--- src/rtl/peripheral_dbg_pu_riscv_pkg.sv ---
// Shared types and defaults for the debug-unit CDC request scheduler.
package peripheral_dbg_pu_riscv_pkg;

  typedef enum logic [1:0] {
    ST_IDLE = 2'd0,
    ST_BUSY = 2'd1,
    ST_HOLD = 2'd2
  } state_t;

  localparam int DEF_TIMEOUT = 255;
  localparam int DEF_CNT_W   = 8;

endpackage

--- src/rtl/peripheral_dbg_pu_riscv_rr_arbiter.sv ---
// Combinational round-robin pick: first set request searching upward from
// the slot after the last grant, wrapping at NREQ.
module peripheral_dbg_pu_riscv_rr_arbiter #(
  parameter int NREQ = 2,
  parameter int IW   = (NREQ > 1) ? $clog2(NREQ) : 1
) (
  input  logic [NREQ-1:0] i_req,
  input  logic [IW-1:0]   i_last,
  output logic [NREQ-1:0] o_grant,
  output logic [IW-1:0]   o_idx,
  output logic            o_valid
);

  // One extra bit so last+NREQ never overflows before the wrap subtract.
  logic [IW:0] w_cand;

  always_comb begin
    o_grant = '0;
    o_idx   = '0;
    o_valid = 1'b0;
    w_cand  = '0;
    for (int i = 1; i <= NREQ; i++) begin
      w_cand = {1'b0, i_last} + (IW+1)'(i);
      if (w_cand >= (IW+1)'(NREQ)) w_cand = w_cand - (IW+1)'(NREQ);
      if (!o_valid && i_req[w_cand[IW-1:0]]) begin
        o_valid                    = 1'b1;
        o_grant[w_cand[IW-1:0]]    = 1'b1;
        o_idx                      = w_cand[IW-1:0];
      end
    end
  end

endmodule

--- src/rtl/peripheral_dbg_pu_riscv_cdc_req_sched.sv ---
// Bus-clock side scheduler for toggle-synchronised debug requests: grants one
// pending syncflop at a time, runs the access, and returns a completion toggle.
module peripheral_dbg_pu_riscv_cdc_req_sched
  import peripheral_dbg_pu_riscv_pkg::*;
#(
  parameter int NREQ    = 2,
  parameter int CNT_W   = DEF_CNT_W,
  parameter int TIMEOUT = DEF_TIMEOUT,
  localparam int IW     = (NREQ > 1) ? $clog2(NREQ) : 1
) (
  input  logic            i_clk,
  input  logic            i_rst,
  input  logic [NREQ-1:0] i_req_in,
  output logic [NREQ-1:0] o_req_clr,
  output logic [NREQ-1:0] o_ack_toggle,
  output logic            o_bus_req,
  output logic [IW-1:0]   o_bus_sel,
  input  logic            i_bus_ack,
  input  logic            i_bus_err,
  output logic [NREQ-1:0] o_err_flag,
  input  logic [NREQ-1:0] i_err_clr,
  output logic            o_busy
);

  state_t            r_state, w_state_nxt;
  logic [IW-1:0]     r_last, r_bus_sel;
  logic [CNT_W-1:0]  r_timer;
  logic [NREQ-1:0]   r_ack_toggle, r_err_flag;
  logic              r_bus_req;
  logic [NREQ-1:0]   w_grant, w_req_clr, w_sel_oh;
  logic [IW-1:0]     w_idx;
  logic              w_valid, w_done, w_err;

  peripheral_dbg_pu_riscv_rr_arbiter #(.NREQ(NREQ), .IW(IW)) u_arb (
    .i_req   (i_req_in),
    .i_last  (r_last),
    .o_grant (w_grant),
    .o_idx   (w_idx),
    .o_valid (w_valid)
  );

  assign w_sel_oh = {{(NREQ-1){1'b0}}, 1'b1} << r_bus_sel;

  always_comb begin
    w_state_nxt = r_state;
    w_req_clr   = '0;
    w_done      = 1'b0;
    w_err       = 1'b0;
    case (r_state)
      ST_IDLE: begin
        if (w_valid) begin
          w_req_clr   = w_grant;
          w_state_nxt = ST_BUSY;
        end
      end
      ST_BUSY: begin
        // A real ack/err on the expiry cycle takes precedence over the timeout.
        if (i_bus_ack || i_bus_err) begin
          w_done = 1'b1;
          w_err  = i_bus_err;
        end else if (r_timer == CNT_W'(TIMEOUT)) begin
          w_done = 1'b1;
          w_err  = 1'b1;
        end
        if (w_done) w_state_nxt = ST_HOLD;
      end
      ST_HOLD: w_state_nxt = ST_IDLE;
      default: w_state_nxt = ST_IDLE;
    endcase
  end

  always_ff @(posedge i_clk or posedge i_rst) begin
    if (i_rst) begin
      r_state      <= ST_IDLE;
      r_bus_req    <= 1'b0;
      r_bus_sel    <= '0;
      r_last       <= IW'(NREQ-1);
      r_timer      <= '0;
      r_ack_toggle <= '0;
      r_err_flag   <= '0;
    end else begin
      r_state   <= w_state_nxt;
      r_bus_req <= (w_state_nxt == ST_BUSY);
      if (r_state == ST_IDLE && w_valid) r_bus_sel <= w_idx;
      r_timer <= (r_state == ST_BUSY && !w_done) ? r_timer + CNT_W'(1) : '0;
      if (w_done) begin
        r_ack_toggle <= r_ack_toggle ^ w_sel_oh;
        r_last       <= r_bus_sel;
      end
      // Set beats clear on the same bit.
      r_err_flag <= (r_err_flag & ~i_err_clr) | ((w_done && w_err) ? w_sel_oh : '0);
    end
  end

  assign o_req_clr    = w_req_clr;
  assign o_ack_toggle = r_ack_toggle;
  assign o_bus_req    = r_bus_req;
  assign o_bus_sel    = r_bus_sel;
  assign o_err_flag   = r_err_flag;
  assign o_busy       = (r_state != ST_IDLE);

endmodule

--- config.mk ---
export PLATFORM = sky130hd
export DESIGN_NAME = peripheral_dbg_pu_riscv_cdc_req_sched
export DESIGN_NICKNAME = d
export VERILOG_FILES = /design/src/rtl/peripheral_dbg_pu_riscv_pkg.sv /design/src/rtl/peripheral_dbg_pu_riscv_rr_arbiter.sv /design/src/rtl/peripheral_dbg_pu_riscv_cdc_req_sched.sv
export SDC_FILE = /design/constraint.sdc
export NUM_CORES = 1
export LEC_CHECK = 0
export ABC_CLOCK_PERIOD_IN_PS = 1700
export CORE_MARGIN = 4
export CORE_UTILIZATION = 43
export DETAILED_ROUTE_END_ITERATION = 8
export GPL_TIMING_DRIVEN = 0
export PLACE_DENSITY = 0.72
export SLEW_MARGIN = 15
export SYNTH_ARGS = -nofsm -noshare
export SYNTH_HDL_FRONTEND = slang
export SYNTH_SLANG_ARGS = --single-unit
--- constraint.sdc ---
create_clock -name i_clk -period 1.7 [get_ports i_clk]
set_clock_uncertainty 0.05 [all_clocks]
set_input_delay 0.34 -clock i_clk [delete_from_list [all_inputs] [get_ports i_clk]]
set_output_delay 0.34 -clock i_clk [all_outputs]
set_load 0.005 [all_outputs]
==> flow_metrics.env <==
export IMPL_status="completed"
export IMPL_power_density_nw_per_um2=1329
export IMPL_drive_gt1_frac=0.2233
export IMPL_grt_max_degree=18
export IMPL_antenna_found_initial=0
export IMPL_rows=15
export IMPL_cp_start_kind="register"
export IMPL_setup_violations=0
export IMPL_max_freq_ghz=0.6210
export IMPL_cts_buffer_depth=2
export IMPL_io_buffers=16
export IMPL_fin_cells=128
export IMPL_routed_wl_um=1616
export IMPL_grt_pass1_wl_um=3008
export IMPL_synth_yosys_seq_area_share=0.5491
export IMPL_r2r_setup_slack_ns=0.09
export IMPL_grt_usage=0.1605
export IMPL_power_mw=1.425
export IMPL_finalHoldViolations=0
export IMPL_syn_area_um2=777.0
export IMPL_max_slew_worst_pin_slew_ns=0.6559
export IMPL_ctsHoldBuffers=0
export IMPL_critPathMaxStageDelay_ns=0.51
export IMPL_stdcell_area_um2=1072
export IMPL_maxCapViolCount=0
export IMPL_leakagePower_nw=0.4865
export IMPL_critical_path_top_delay_family="buffers and inverters"
export IMPL_vias_per_cell=4.938
export IMPL_ys_warn_count=0
export IMPL_worstPathArrival_ns=1.22
export IMPL_p_sw_mw=0.4511
export IMPL_place_area_um2=975.9
export IMPL_area_growth_syn_to_layout_pct=38.00
export IMPL_cts_root_buf="clkbuf_4"
export IMPL_vdd_drop_max_v=0.0008711
export IMPL_core_um2=1727
export IMPL_clock_latency_ns=0.29
export IMPL_fin_nets=113
export IMPL_antenna_cells=0
export IMPL_fin_crit_sh=0.9472
export IMPL_dr_pass1_iters=4
export IMPL_cp_cell_sequence="clkdlybuf4s50_1"
export IMPL_post_route_drc_count=0
export IMPL_gp_congestion=0.7511
export IMPL_yosysTopAreaCell="dfrtp_1"
export IMPL_path_clk_slew_ns=0.10
export IMPL_place_inst=117
export IMPL_synth_distinct_cells=28
export IMPL_drt_iter0_drc=7
export IMPL_maxSlewHeadroom=0.5622
export IMPL_syn_nets=85
export IMPL_grt_pass1_vias=659
export IMPL_crit_path_end_kind="output port"
export IMPL_hold_class="input port to async pin"
export IMPL_power_share_clock=0.151
export IMPL_design_portCount=17
export IMPL_netSwitchingFraction=0.3165
export IMPL_final_min_clock_period_ns=1.610
export IMPL_synth_top_area_share=0.5153
export IMPL_final_antenna_net_count=0
export IMPL_wl_per_cell_um=12.63
export IMPL_vias=632
export IMPL_slew_viol_final=0
export IMPL_syn_avg_cell_area_um2=10.22
export IMPL_h_tree_depth=1
export IMPL_power_frac_comb=0.426
export IMPL_p_int_mw=0.9743
export IMPL_start_util=0.4500
export IMPL_clock_sinks=17
export IMPL_critPathMaxFanout=6
export IMPL_die_area_um2=2551
export IMPL_critPathRequiredTime_ns=1.31
export IMPL_p_seq_frac=0.424
export IMPL_cts_buffers=3
export IMPL_ys_ff_latch=17
export IMPL_synth_area_leaders="dfrtp_1 (52%), nand2_1 (3.9%), nor2_1 (3.9%)"
export IMPL_chipWidth_um=50.51
export IMPL_synthCells=76
export IMPL_grt_overflow=0
export IMPL_die_h_um=50.51
export IMPL_crit_buf_inv=1
export IMPL_utilization=0.6210
export IMPL_place_hpwl_um=1123
export IMPL_rsz0062_at_grt="yes"
export IMPL_cts_tree="yes"
export IMPL_setup_tns_ns=0
export IMPL_setup_worst_path_class="register to output port"
export IMPL_slowest_stage="clkdlybuf4s50_1"
flip-flops by register name, summed over array words and instances (netlist names):
signal / cells
o_err_flag: 2
r_state: 2
o_ack_toggle: 2
o_bus_sel: 1
o_bus_req: 1
r_timer: 8
r_last: 1
power by group through the flow:
stage | clock network (mW) | logic (mW) | registers [mW]
floorplan | 0 | 0.223 | 0.615
global placement | 0 | 0.487 | 0.618
detailed placement | 0 | 0.493 | 0.620
CTS | 0.223 | 0.598 | 0.598
global route | 0.250 | 0.677 | 0.625
finish | 0.215 | 0.607 | 0.604
path summary, 6_finish.rpt:
check	start	endpoint	depth (start not counted)
max	o_bus_sel$_DFFE_PP0P_	o_bus_sel	1
min	i_rst	r_state[1]$_DFF_PP0_	2
max reg2reg	r_timer[1]$_DFF_PP0_	o_ack_toggle[1]$_DFFE_PP0P_	5
min reg2reg	o_ack_toggle[1]$_DFFE_PP0P_	o_ack_toggle[1]$_DFFE_PP0P_	1
max in group asynchronous	i_rst	o_bus_sel$_DFFE_PP0P_	2
min in group i_clk	o_ack_toggle[1]$_DFFE_PP0P_	o_ack_toggle[1]$_DFFE_PP0P_	1
cell type report:
cell class	instances	area (um2)
multi-input cells	52	350.3
repair buffers	24	214.0
clock buffers	4	26.28
well taps	25	31.28
inverters	6	22.52
fillers	166	654.4
flip-flops and latches	17	427.9
metrics by stage:
stage               setup slack [ns]  hold WS [ns]
floorplan                    0.02386        0.2153
global placement             -0.2768        0.4041
detailed placement           -0.2952        0.4057
CTS                        -0.004805        0.3974
global route                -0.02585        0.4270
finish                       0.08975        0.3810
per-layer routing:
metal / global-route usage / up-vias / part of all wire
met2: 0.2652 / 11 / 0.51
met4: 0.08072 / 0 / 0.027
met3: 0.03264 / 4 / 0.032
met5: 0 / - / 0
met1: 0.1973 / 299 / 0.43
li1: - / 318 / -
timing repair:
action | 4_1_cts | 5_1_grt
gates resized for setup | 11 | 6
setup buffers | 7 | 2
endpoints found under the setup margin | 6 | 6
pin swaps | 3 | 3
kinds of logic after synthesis:
logic type	count (synthesis)	share of synthesized area
buf+inv	7	0.04348
fa+ha+maj	1	0.01610
xor+xnor	6	0.06765
flops	17	0.5491
simple gates	30	0.1965
compound gates	15	0.1272
placed cells by master (no fill, tap or decap), types with 3 or more instances in the layout:
master / Yosys / routed
xnor2_1: 3 / 3
xor2_1: 3 / 3
nor3_1: 3 / 3
nand2_1: 8 / 7
buf_4: 0 / 7
dfrtp_1: 16 / 15
inv_1: 6 / 6
nor2_1: 8 / 7
clkdlybuf4s50_1: 0 / 13
clkbuf_4: 0 / 3
cells in the mapped netlist:
cell,n
nand3b_1,1
xor2_1,3
a41o_1,1
nor2b_1,1
and3_1,3
dfrtp_1,16
nand2_1,8
a22oi_1,1
and4_1,2
o21ai_1,1
a21oi_1,4
a21o_1,1
o22ai_1,1
nand2b_1,1
a31oi_1,1
dfstp_2,1
a211o_1,1
nor2_1,8
and3_4,1
a211oi_1,2
xnor2_1,3
o21ai_0,1
nor3_1,3
inv_1,6
o21bai_1,1
nand3_1,2
ha_1,1
buf_6,1
Power figures use the tool's default switching activity.
